===== src/rtl/uc_gera_frame_multicanal_pkg.sv =====
// Shared definitions for the multi-class frame composer: state codes, idle select and class ids.
package uc_gera_frame_multicanal_pkg;

    typedef enum logic [3:0] {
        INICIAL    = 4'd0,
        ESPERA     = 4'd1,
        LIMPA      = 4'd2,
        ESPERA_MEM = 4'd3,
        VERIFICA   = 4'd4,
        SALVA      = 4'd5,
        AVANCA     = 4'd6,
        SINALIZA   = 4'd7
    } estado_t;

    localparam logic [3:0]  DB_INVALIDO = 4'hF;
    // Wide all-ones; users slice it down to their select width.
    localparam logic [31:0] SEL_IDLE    = '1;

    localparam int unsigned CLASSE_ASTEROIDE = 0;
    localparam int unsigned CLASSE_TIRO      = 1;
    localparam int unsigned CLASSE_NAVE      = 2;

    function automatic int unsigned largura_classe(input int unsigned n);
        return (n > 1) ? $clog2(n) : 1;
    endfunction

endpackage


===== src/rtl/uc_gera_frame_multicanal_if.sv =====
// Control/status bundle between the frame composer and its host (object memory, frame memory, mux).
interface uc_gera_frame_multicanal_if #(
    parameter int N_CLASSES = 3,
    parameter int IDX_W     = 4,
    parameter int SEL_W     = 2
);
    import uc_gera_frame_multicanal_pkg::*;

    localparam int CL_W = largura_classe(N_CLASSES);

    logic                       gera_frame;
    logic [N_CLASSES*IDX_W-1:0] n_objetos;
    logic                       loaded;
    logic [CL_W-1:0]            classe;
    logic [IDX_W-1:0]           indice;
    logic                       clear_mem_frame;
    logic                       enable_mem_frame;
    logic [SEL_W-1:0]           select_mux_gera_frame;
    logic                       ocupado;
    logic                       fim_gera_frame;
    logic [3:0]                 db_estado;

    modport master (
        output gera_frame, n_objetos, loaded,
        input  classe, indice, clear_mem_frame, enable_mem_frame,
               select_mux_gera_frame, ocupado, fim_gera_frame, db_estado
    );

    modport slave (
        input  gera_frame, n_objetos, loaded,
        output classe, indice, clear_mem_frame, enable_mem_frame,
               select_mux_gera_frame, ocupado, fim_gera_frame, db_estado
    );

endinterface


===== src/rtl/uc_gera_frame_multicanal_contador_varredura.sv =====
// Class/index scan counter: latches per-class counts on zera, steps on avanca, flags end of class/scan.
module contador_varredura #(
    parameter int N_CLASSES = 3,
    parameter int IDX_W     = 4,
    parameter int CL_W      = 2
) (
    input  logic                       clock,
    input  logic                       reset,
    input  logic                       zera,
    input  logic                       avanca,
    input  logic [N_CLASSES*IDX_W-1:0] n_objetos,
    output logic [CL_W-1:0]            classe,
    output logic [IDX_W-1:0]           indice,
    output logic                       classe_vazia,
    output logic                       ultima_classe,
    output logic                       fim_classe,
    output logic                       fim_varredura
);

    logic [IDX_W-1:0] n_lat [N_CLASSES];
    logic [IDX_W-1:0] n_atual;

    always_comb begin
        n_atual       = n_lat[classe];
        classe_vazia  = (n_atual == '0);
        ultima_classe = (classe == CL_W'(N_CLASSES - 1));
        // Empty class short-circuits so n-1 never underflows into a real index.
        fim_classe    = classe_vazia || (indice == n_atual - 1'b1);
        fim_varredura = fim_classe && ultima_classe;
    end

    always_ff @(posedge clock or posedge reset) begin
        if (reset) begin
            classe <= '0;
            indice <= '0;
            for (int unsigned k = 0; k < N_CLASSES; k++) begin
                n_lat[k] <= '0;
            end
        end else if (zera) begin
            classe <= '0;
            indice <= '0;
            for (int unsigned k = 0; k < N_CLASSES; k++) begin
                n_lat[k] <= n_objetos[k*IDX_W +: IDX_W];
            end
        end else if (avanca) begin
            if (!fim_classe) begin
                indice <= indice + 1'b1;
            end else if (!ultima_classe) begin
                classe <= classe + 1'b1;
                indice <= '0;
            end
        end
    end

endmodule


===== src/rtl/uc_gera_frame_multicanal.sv =====
// Frame composition control unit: clears the frame memory, then scans every object of every class
// and writes the active ones through the mux/enable pair.
module uc_gera_frame_multicanal
    import uc_gera_frame_multicanal_pkg::*;
#(
    parameter int N_CLASSES   = 3,
    parameter int IDX_W       = 4,
    parameter int SEL_W       = 2,
    parameter int MEM_WAIT    = 1,
    parameter int ALWAYS_LAST = 1
) (
    input  logic                         clock,
    input  logic                         reset,
    uc_gera_frame_multicanal_if.slave    bus
);

    localparam int CL_W   = largura_classe(N_CLASSES);
    localparam int WAIT_W = (MEM_WAIT > 1) ? $clog2(MEM_WAIT) : 1;
    localparam logic [WAIT_W-1:0] WAIT_FIM = (MEM_WAIT > 0) ? WAIT_W'(MEM_WAIT - 1) : '0;
    localparam estado_t APOS_INDICE = (MEM_WAIT > 0) ? ESPERA_MEM : VERIFICA;

    estado_t           estado, prox;
    logic [WAIT_W-1:0] cnt_espera;
    logic              zera, avanca;
    logic              classe_vazia, ultima_classe, fim_classe, fim_varredura;

    contador_varredura #(
        .N_CLASSES (N_CLASSES),
        .IDX_W     (IDX_W),
        .CL_W      (CL_W)
    ) u_contador (
        .clock         (clock),
        .reset         (reset),
        .zera          (zera),
        .avanca        (avanca),
        .n_objetos     (bus.n_objetos),
        .classe        (bus.classe),
        .indice        (bus.indice),
        .classe_vazia  (classe_vazia),
        .ultima_classe (ultima_classe),
        .fim_classe    (fim_classe),
        .fim_varredura (fim_varredura)
    );

    always_ff @(posedge clock or posedge reset) begin
        if (reset) begin
            estado <= INICIAL;
        end else begin
            estado <= prox;
        end
    end

    always_ff @(posedge clock or posedge reset) begin
        if (reset) begin
            cnt_espera <= '0;
        end else if (estado == ESPERA_MEM && cnt_espera != WAIT_FIM) begin
            cnt_espera <= cnt_espera + 1'b1;
        end else begin
            cnt_espera <= '0;
        end
    end

    always_comb begin
        prox   = estado;
        zera   = 1'b0;
        avanca = 1'b0;
        case (estado)
            INICIAL:    prox = ESPERA;
            ESPERA:     if (bus.gera_frame) prox = LIMPA;
            LIMPA: begin
                zera = 1'b1;
                prox = APOS_INDICE;
            end
            ESPERA_MEM: if (cnt_espera == WAIT_FIM) prox = VERIFICA;
            VERIFICA: begin
                if (classe_vazia) begin
                    prox = AVANCA;
                end else if (bus.loaded || (ALWAYS_LAST != 0 && ultima_classe)) begin
                    prox = SALVA;
                end else begin
                    prox = AVANCA;
                end
            end
            SALVA:      prox = AVANCA;
            AVANCA: begin
                avanca = 1'b1;
                prox   = fim_varredura ? SINALIZA : APOS_INDICE;
            end
            SINALIZA:   prox = ESPERA;
            default:    prox = INICIAL;
        endcase
    end

    always_comb begin
        bus.clear_mem_frame       = (estado == LIMPA);
        bus.enable_mem_frame      = (estado == SALVA);
        bus.fim_gera_frame        = (estado == SINALIZA);
        bus.ocupado               = (estado != INICIAL) && (estado != ESPERA);
        bus.select_mux_gera_frame = SEL_IDLE[SEL_W-1:0];
        if (estado == SALVA) begin
            bus.select_mux_gera_frame = SEL_W'(bus.classe);
        end
        bus.db_estado = (estado <= SINALIZA) ? estado : DB_INVALIDO;
    end

    logic unused_fim_classe;
    assign unused_fim_classe = fim_classe;

endmodule


===== src/flat_wrapper.sv =====
// flat-port wrapper written by rule: the top's interface ports become plain ports
module uc_gera_frame_multicanal_flat import uc_gera_frame_multicanal_pkg::*;
#(
    parameter int N_CLASSES   = 3,
    parameter int IDX_W       = 4,
    parameter int SEL_W       = 2,
    parameter int MEM_WAIT    = 1,
    parameter int ALWAYS_LAST = 1
)
  (clock, reset, bus_gera_frame, bus_n_objetos, bus_loaded, bus_classe, bus_indice, bus_clear_mem_frame, bus_enable_mem_frame, bus_select_mux_gera_frame, bus_ocupado, bus_fim_gera_frame, bus_db_estado);
  uc_gera_frame_multicanal_if #(.N_CLASSES(N_CLASSES), .IDX_W(IDX_W), .SEL_W(SEL_W)) bus_i ();
  input  logic clock;
  input  logic reset;
  input wire logic [$bits(bus_i.gera_frame)-1:0] bus_gera_frame;
  input wire logic [$bits(bus_i.n_objetos)-1:0] bus_n_objetos;
  input wire logic [$bits(bus_i.loaded)-1:0] bus_loaded;
  output wire logic [$bits(bus_i.classe)-1:0] bus_classe;
  output wire logic [$bits(bus_i.indice)-1:0] bus_indice;
  output wire logic [$bits(bus_i.clear_mem_frame)-1:0] bus_clear_mem_frame;
  output wire logic [$bits(bus_i.enable_mem_frame)-1:0] bus_enable_mem_frame;
  output wire logic [$bits(bus_i.select_mux_gera_frame)-1:0] bus_select_mux_gera_frame;
  output wire logic [$bits(bus_i.ocupado)-1:0] bus_ocupado;
  output wire logic [$bits(bus_i.fim_gera_frame)-1:0] bus_fim_gera_frame;
  output wire logic [$bits(bus_i.db_estado)-1:0] bus_db_estado;
  assign bus_i.gera_frame = bus_gera_frame;
  assign bus_i.n_objetos = bus_n_objetos;
  assign bus_i.loaded = bus_loaded;
  assign bus_classe = bus_i.classe;
  assign bus_indice = bus_i.indice;
  assign bus_clear_mem_frame = bus_i.clear_mem_frame;
  assign bus_enable_mem_frame = bus_i.enable_mem_frame;
  assign bus_select_mux_gera_frame = bus_i.select_mux_gera_frame;
  assign bus_ocupado = bus_i.ocupado;
  assign bus_fim_gera_frame = bus_i.fim_gera_frame;
  assign bus_db_estado = bus_i.db_estado;
  uc_gera_frame_multicanal #(.N_CLASSES(N_CLASSES), .IDX_W(IDX_W), .SEL_W(SEL_W), .MEM_WAIT(MEM_WAIT), .ALWAYS_LAST(ALWAYS_LAST)) u_core (.clock(clock), .reset(reset), .bus(bus_i));
endmodule

===== config.mk =====
export PLATFORM = sky130hd
export DESIGN_NAME = uc_gera_frame_multicanal_flat
export DESIGN_NICKNAME = d
export VERILOG_FILES = /design/src/rtl/uc_gera_frame_multicanal_pkg.sv /design/src/rtl/uc_gera_frame_multicanal_if.sv /design/src/rtl/uc_gera_frame_multicanal_contador_varredura.sv /design/src/rtl/uc_gera_frame_multicanal.sv /design/src/flat_wrapper.sv
export SDC_FILE = /design/constraint.sdc
export NUM_CORES = 1
export LEC_CHECK = 0
export CAP_MARGIN = 25
export CORE_ASPECT_RATIO = 0.7
export CORE_MARGIN = 10
export CORE_UTILIZATION = 45
export CTS_BUF_LIST = sky130_fd_sc_hd__clkbuf_4
export DETAILED_ROUTE_END_ITERATION = 8
export PLACE_DENSITY = 0.77
export SLEW_MARGIN = 40
export SYNTH_ARGS = -nofsm -noshare
export SYNTH_HDL_FRONTEND = slang
export SYNTH_SLANG_ARGS = --single-unit

===== constraint.sdc =====
create_clock -name clock -period 2.02 [get_ports clock]
set_input_delay 0.202 -clock clock [delete_from_list [all_inputs] [get_ports clock]]
set_output_delay 0.202 -clock clock [all_outputs]
set_load 0.1 [all_outputs]

==> results of run 1 <==
[placed cells by master, fill, tap and decap left out, types with 3 or more instances in the layout]
| cell | Yosys | layout |
|---|---|---|
| o21ai_0 | 4 | 3 |
| nor2b_1 | 3 | 3 |
| mux2i_1 | 4 | 3 |
| buf_4 | 1 | 22 |
| clkbuf_4 | 0 | 3 |
| clkdlybuf4s50_1 | 0 | 15 |
| nand3_1 | 3 | 3 |
| dfrtp_1 | 22 | 17 |
| mux2_2 | 12 | 12 |
| o211ai_2 | 3 | 3 |
| inv_1 | 7 | 5 |
| buf_12 | 0 | 5 |
| dfrtp_4 | 0 | 4 |
| nand2_1 | 13 | 12 |
[sequential cells by signal (all words and copies together) (netlist names)]
| register | flops |
|---|---|
| u_core.u_contador.classe | 2 |
| u_core.cnt_espera | 1 |
| u_core.estado | 3 |
| u_core.u_contador.indice | 4 |
| u_core.u_contador.n_lat | 12 |
[area by class of cell]
type | count | area [µm²]
clock buffers | 3 | 22.5
clock inverters | 1 | 30.0
fillers | 215 | 867
inverters | 7 | 26.3
multi-input cells | 88 | 810
flip-flops and latches | 22 | 567
well taps | 36 | 45.0
repair buffers | 42 | 415
[per-layer routing]
metal  track usage [%]  up-vias  routed length, µm
li1                  -      513                  -
met1              15.3      541               1460
met2              21.1       33               1720
met3              3.69       10                158
met4              5.94        0                100
met5                 0        -                  0
[per-stage QoR]
step                cells  util (%)  cell area, µm²  TNS, ps
floorplan             124         -            1390    -2850
global placement      193      64.1            1780     -762
detailed placement    193      64.1            1780    -1460
CTS                   199      67.8            1890     -870
global route          199      68.8            1920    -2300
finish                199      68.8            1920    -1330
[worst max-delay path: cells and delay by family (launching register included)]
kind,cells,cell delay (ps)
mux,1,170
fa+ha+maj,1,190
buf+inv,1,70
simple gates,1,280
xor+xnor,2,290
flops,1,540
compound gates,4,610
[cells by family after synthesis]
kind of cell / after synthesis / share of synthesized area (%)
simple gates: 38 / 17.5
compound gates: 22 / 14.4
flops: 22 / 42.1
mux: 16 / 13.4
buf+inv: 15 / 5.36
xor+xnor: 6 / 4.02
fa+ha+maj: 3 / 2.87
other cells: 1 / 0.287
[what timing repair did]
action / CTS / global route
setup buffers: 1 / 0
cloned: 1 / 0
pin swaps: 7 / 5
resized for setup: 5 / 7
setup endpoints to repair: 7 / 9
[how the worst max path moves through the flow]
stage                                             from                                      end  slack, ps  depth (start not counted)
2_1_floorplan  u_core.u_contador.classe[0]$_DFFE_PP0P_  u_core.u_contador.indice[0]$_DFFE_PP0P_       -410                         11
3_3_place_gp   u_core.u_contador.classe[0]$_DFFE_PP0P_  u_core.u_contador.indice[2]$_DFFE_PP0P_       -120                         10
3_5_place_dp   u_core.u_contador.classe[0]$_DFFE_PP0P_  u_core.u_contador.indice[1]$_DFFE_PP0P_       -230                         10
4_1_cts        u_core.u_contador.classe[0]$_DFFE_PP0P_  u_core.u_contador.classe[0]$_DFFE_PP0P_       -170                         10
5_1_grt        u_core.u_contador.classe[0]$_DFFE_PP0P_  u_core.u_contador.classe[0]$_DFFE_PP0P_       -360                         10
6_report       u_core.u_contador.classe[0]$_DFFE_PP0P_  u_core.u_contador.classe[0]$_DFFE_PP0P_       -250                         10
==> results.toml, run 1 <==
[timing]
holdWs_ps = 285
relSlewSlack_pct = 52.5
skew_ps = 4.46
tightest_slew_ps = 712
finalSetupViolations = 7
post-route-min-period_ps = 2270
rsz0062_at_grt = "true"
timing.final.crit_share_pct = 112
timing.fmax_mhz = 441
worst_slack_ps = -248
finalHoldViolations = 0
slew_viol_final = 0

[synthesis]
ys_warn_count = 0
syn_inst = 123
synthArstFlopShare_pct = 100
ys_seq_area_share_pct = 42.1
synthDistinctLibCells = 40
avgSynthCellArea_um2 = 10.6
synth_common_cells = "22 x dfrtp_1, 13 x nand2_1, 12 x mux2_2"
yosys-top-cells-area = "dfrtp_1 42%, mux2_2 10%, nand2_1 3.7%"
synth_top_area_share_pct = 42.1
synthMostInstantiatedCell = "dfrtp_1"
ys_seq_elements = 22
synth.largest_area_cell = "dfrtp_1"
syn_area_um2 = 1310
ys.flop_type = "dfrtp_1"
synth_edf_count = 0

[drt]
detail-route-antenna-nets = 0
vias = 1097
via_per_inst = 5.51
wl_per_cell_um = 17.3
drtIter0Drc = 34
dr.pass1.iters = 4
remaining_drc_errors = 0
wirelength_um = 3440

[die]
die_w_um = 84.4
start_util_pct = 47.0
dieArea_um2 = 5500
die_h_um = 65.1
ioPinCount = 32
fp-row-count = 16
core_um2 = 2780

[run]
max_cap_violations = 0

[critical_path]
slowest_delay_ps = 540
criticalPathCategory = "flip-flop to flip-flop"
critPathArrivalTime_ps = 2460
reg2reg_setup_slack_ps = -250
start_kind = "flip-flop"
r2r-end = "u_core.u_contador.classe[0]$_DFFE_PP0P_"
crit_chain = "mux2i_2 -> o2bb2ai_2 -> inv_2 -> ha_4 -> xnor2_4 -> xnor2_2 -> nor3_4 -> a21oi_4 -> o211ai_1 -> o311ai_1"
slowest_stage = "dfrtp_4"
r2r-start = "u_core.u_contador.classe[0]$_DFFE_PP0P_"
r2r_cells = 10
endpoint_kind = "flip-flop"
required_ps = 2210
worstPathMaxFanout = 5

[global_routing]
grt_pass1_vias = 1140
grt-ovfl-total = 0
grt_pass1_wl_um = 5760
grt_use_total_pct = 12.8
grt_max_degree = 20
antenna_found_initial = 0

[placed_design]
dp_slack_ps = -229
hpwl_um = 2600
gp_congestion = 0.790
io_buffers = 30

[clock_tree]
tritoncts = "done"
cts.sinks = 22
cts.htree.levels = 1
numCtsBuffers = 3
root_buffer = "clkbuf_4"
ctsHoldBuffers = 0
path_clk_slew_ps = 120
clk_latency_ps = 310
clock_path_buffers = 2

[min_path]
min_path_type = "input pin to async pin"

[finish]
layout.nets = 183
n_antenna_cell = 0
drive_above_1_share_pct = 46.6
area_delta_synth_final_pct = 46.5

[run_status]
status = "finished, violations left"
violations = "negative setup slack"
Power of run 1 is left out: the tool's default activity adds up to more than one toggle a clock period on the data nets, which glitch-free logic cannot reach.
==> inputs of run 2 (changes only) <==
--- a/config.mk
+++ b/config.mk
@@ -16,3 +16,4 @@
 export SYNTH_ARGS = -nofsm -noshare
 export SYNTH_HDL_FRONTEND = slang
 export SYNTH_SLANG_ARGS = --single-unit
+export TNS_END_PERCENT = 30
==> results.toml, run 2 (same netlist as run 1, synthesis figures left out) <==
[critical_path]
start_kind = "flip-flop"
crit_start = "u_core.u_contador.classe[0]$_DFFE_PP0P_"
r2r-start = "u_core.u_contador.classe[0]$_DFFE_PP0P_"
required_ps = 2210
critPathArrivalTime_ps = 2430
worstPathMaxFanout = 6
endpoint_kind = "flip-flop"
criticalPathCategory = "flip-flop to flip-flop"

[clock_tree]
root_buffer = "clkbuf_4"
clock_path_buffers = 2
ctsHoldBuffers = 0
cts.sinks = 22
tritoncts = "done"
cts.htree.levels = 1
clk_latency_ps = 310
numCtsBuffers = 3
path_clk_slew_ps = 130

[drt]
detail-route-antenna-nets = 0
via_per_inst = 5.43
top_layer = "met4"
wl_per_cell_um = 16.1
wl_met1_um = 1400
dr_wl_met3_um = 194
vias = 1065
wirelength_um = 3160
met2WireLength_um = 1530
remaining_drc_errors = 0
drtIter0Drc = 58
dr.pass1.iters = 4

[die]
fp-row-count = 16
die_h_um = 65.1
die_w_um = 84.4
start_util_pct = 47.0
dieArea_um2 = 5500
ioPinCount = 32
core_um2 = 2780

[run_status]
status = "finished, violations left"
violations = "negative setup slack"

[finish]
layout.nets = 180
multi_input_area_um2 = 786
most-common-layout-cells = "18 x buf_4, 18 x dfrtp_1, 15 x clkdlybuf4s50_1"
top_register = "u_core.u_contador.n_lat"
seq_area_um2 = 561
n_antenna_cell = 0
largestRegisters = "u_core.u_contador.n_lat x12, u_core.u_contador.indice x4, u_core.estado x3"
fill_cells = 207
drive_above_1_share_pct = 43.8
fin_cells = 196
fin_area_um2 = 1880
largest_reg_flops = 12
area_delta_synth_final_pct = 43.4

[placed_design]
place_area_um2 = 1750
hpwl_um = 2380
io_buffers = 30
place_inst = 189
gp_congestion = 0.797

[global_routing]
grt_use_total_pct = 11.7
grt_pass1_vias = 1040
grt_pass1_wl_um = 5290
grt-ovfl-total = 0
grt_max_degree = 19
antenna_found_initial = 0

[timing]
skew_ps = 4.60
post-route-min-period_ps = 2240
finalSetupViolations = 7
slew_viol_final = 0
finalHoldViolations = 0
worst_slack_ps = -217
timing.fmax_mhz = 447
rsz0062_at_grt = "true"
timing.final.crit_share_pct = 111

[min_path]
min_path_type = "input pin to async pin"

[run]
max_cap_violations = 0
==> run 2: cell count changes in the layout (fill, tap and decap cells not counted), sizes merged <==
cell,before,now
buf,27,24
==> run 2: area by class of cell <==
type / instances / area share [%]
sequential: 22 / 29.9
tap: 36 / 2.40
clock inverter: 1 / 1.60
clock buffer: 3 / 1.20
inverter: 7 / 1.40
timing repair buffer: 39 / 21.6
multi-input combinational: 88 / 41.9
==> run 2: layer usage <==
| layer | vias up | GRT usage [%] |
|---|---|---|
| met3 | 2 | 3.57 |
| met5 | - | 0 |
| li1 | 510 | - |
| met4 | 0 | 4.30 |
| met1 | 518 | 14.2 |
| met2 | 35 | 19.2 |
==> run 2: what timing repair did <==
action | in CTS | in global routing
buffers inserted | 1 | 1
gates cloned | 1 | 0
endpoints found under the setup margin | 9 | 9
pin swaps | 4 | 0
resized for setup | 8 | 2
==> run 2: worst max-delay path, stage by stage (launching register included) <==
cell and delay [ps]:
dfrtp_4 560, nor2b_4 190, o2bb2ai_2 150, inv_2 70
ha_4 170, xnor2_2 150, xnor2_2 160, nor3_4 230
a21oi_4 120, o211ai_1 190, o311ai_1 130
==> run 2: final timing paths <==
path,to,cells past startpoint,slack (ps)
worst max-delay path,u_core.u_contador.classe[1]$_DFFE_PP0P_,10,-220
worst min-delay path,u_core.cnt_espera$_DFF_PP0_,2,160
worst max register to register,u_core.u_contador.classe[1]$_DFFE_PP0P_,10,-220
worst min register to register,u_core.u_contador.n_lat[2]$_DFFE_PP0P_,1,530
max in group asynchronous,u_core.u_contador.classe[1]$_DFFE_PP0P_,3,1330
min in group clock,u_core.u_contador.n_lat[11]$_DFFE_PP0P_,2,490
==> run 2: metrics by stage <==
step                setup slack [ps]  hold WS, ps  utilization, %  TNS, ps
floorplan                       -406          191               -    -6230
global placement                -144          491            62.8     -912
detailed placement              -216          498            62.8    -1440
CTS                             -187          162            67.0    -1060
global route                    -329          177            67.4    -2090
finish                          -217          156            67.4    -1210
Power of run 2 is left out for the same reason.
==> inputs of run 3 (changes only) <==
--- a/config.mk
+++ b/config.mk
@@ -11,6 +11,7 @@
 export CORE_UTILIZATION = 45
 export CTS_BUF_LIST = sky130_fd_sc_hd__clkbuf_4
 export DETAILED_ROUTE_END_ITERATION = 8
+export GPL_ROUTABILITY_DRIVEN = 1
 export PLACE_DENSITY = 0.77
 export SLEW_MARGIN = 40
 export SYNTH_ARGS = -nofsm -noshare
==> results of run 3 <==
No change in the layout: final DEF, timing and power equal those of run 2.
Power of run 3 is left out for the same reason.
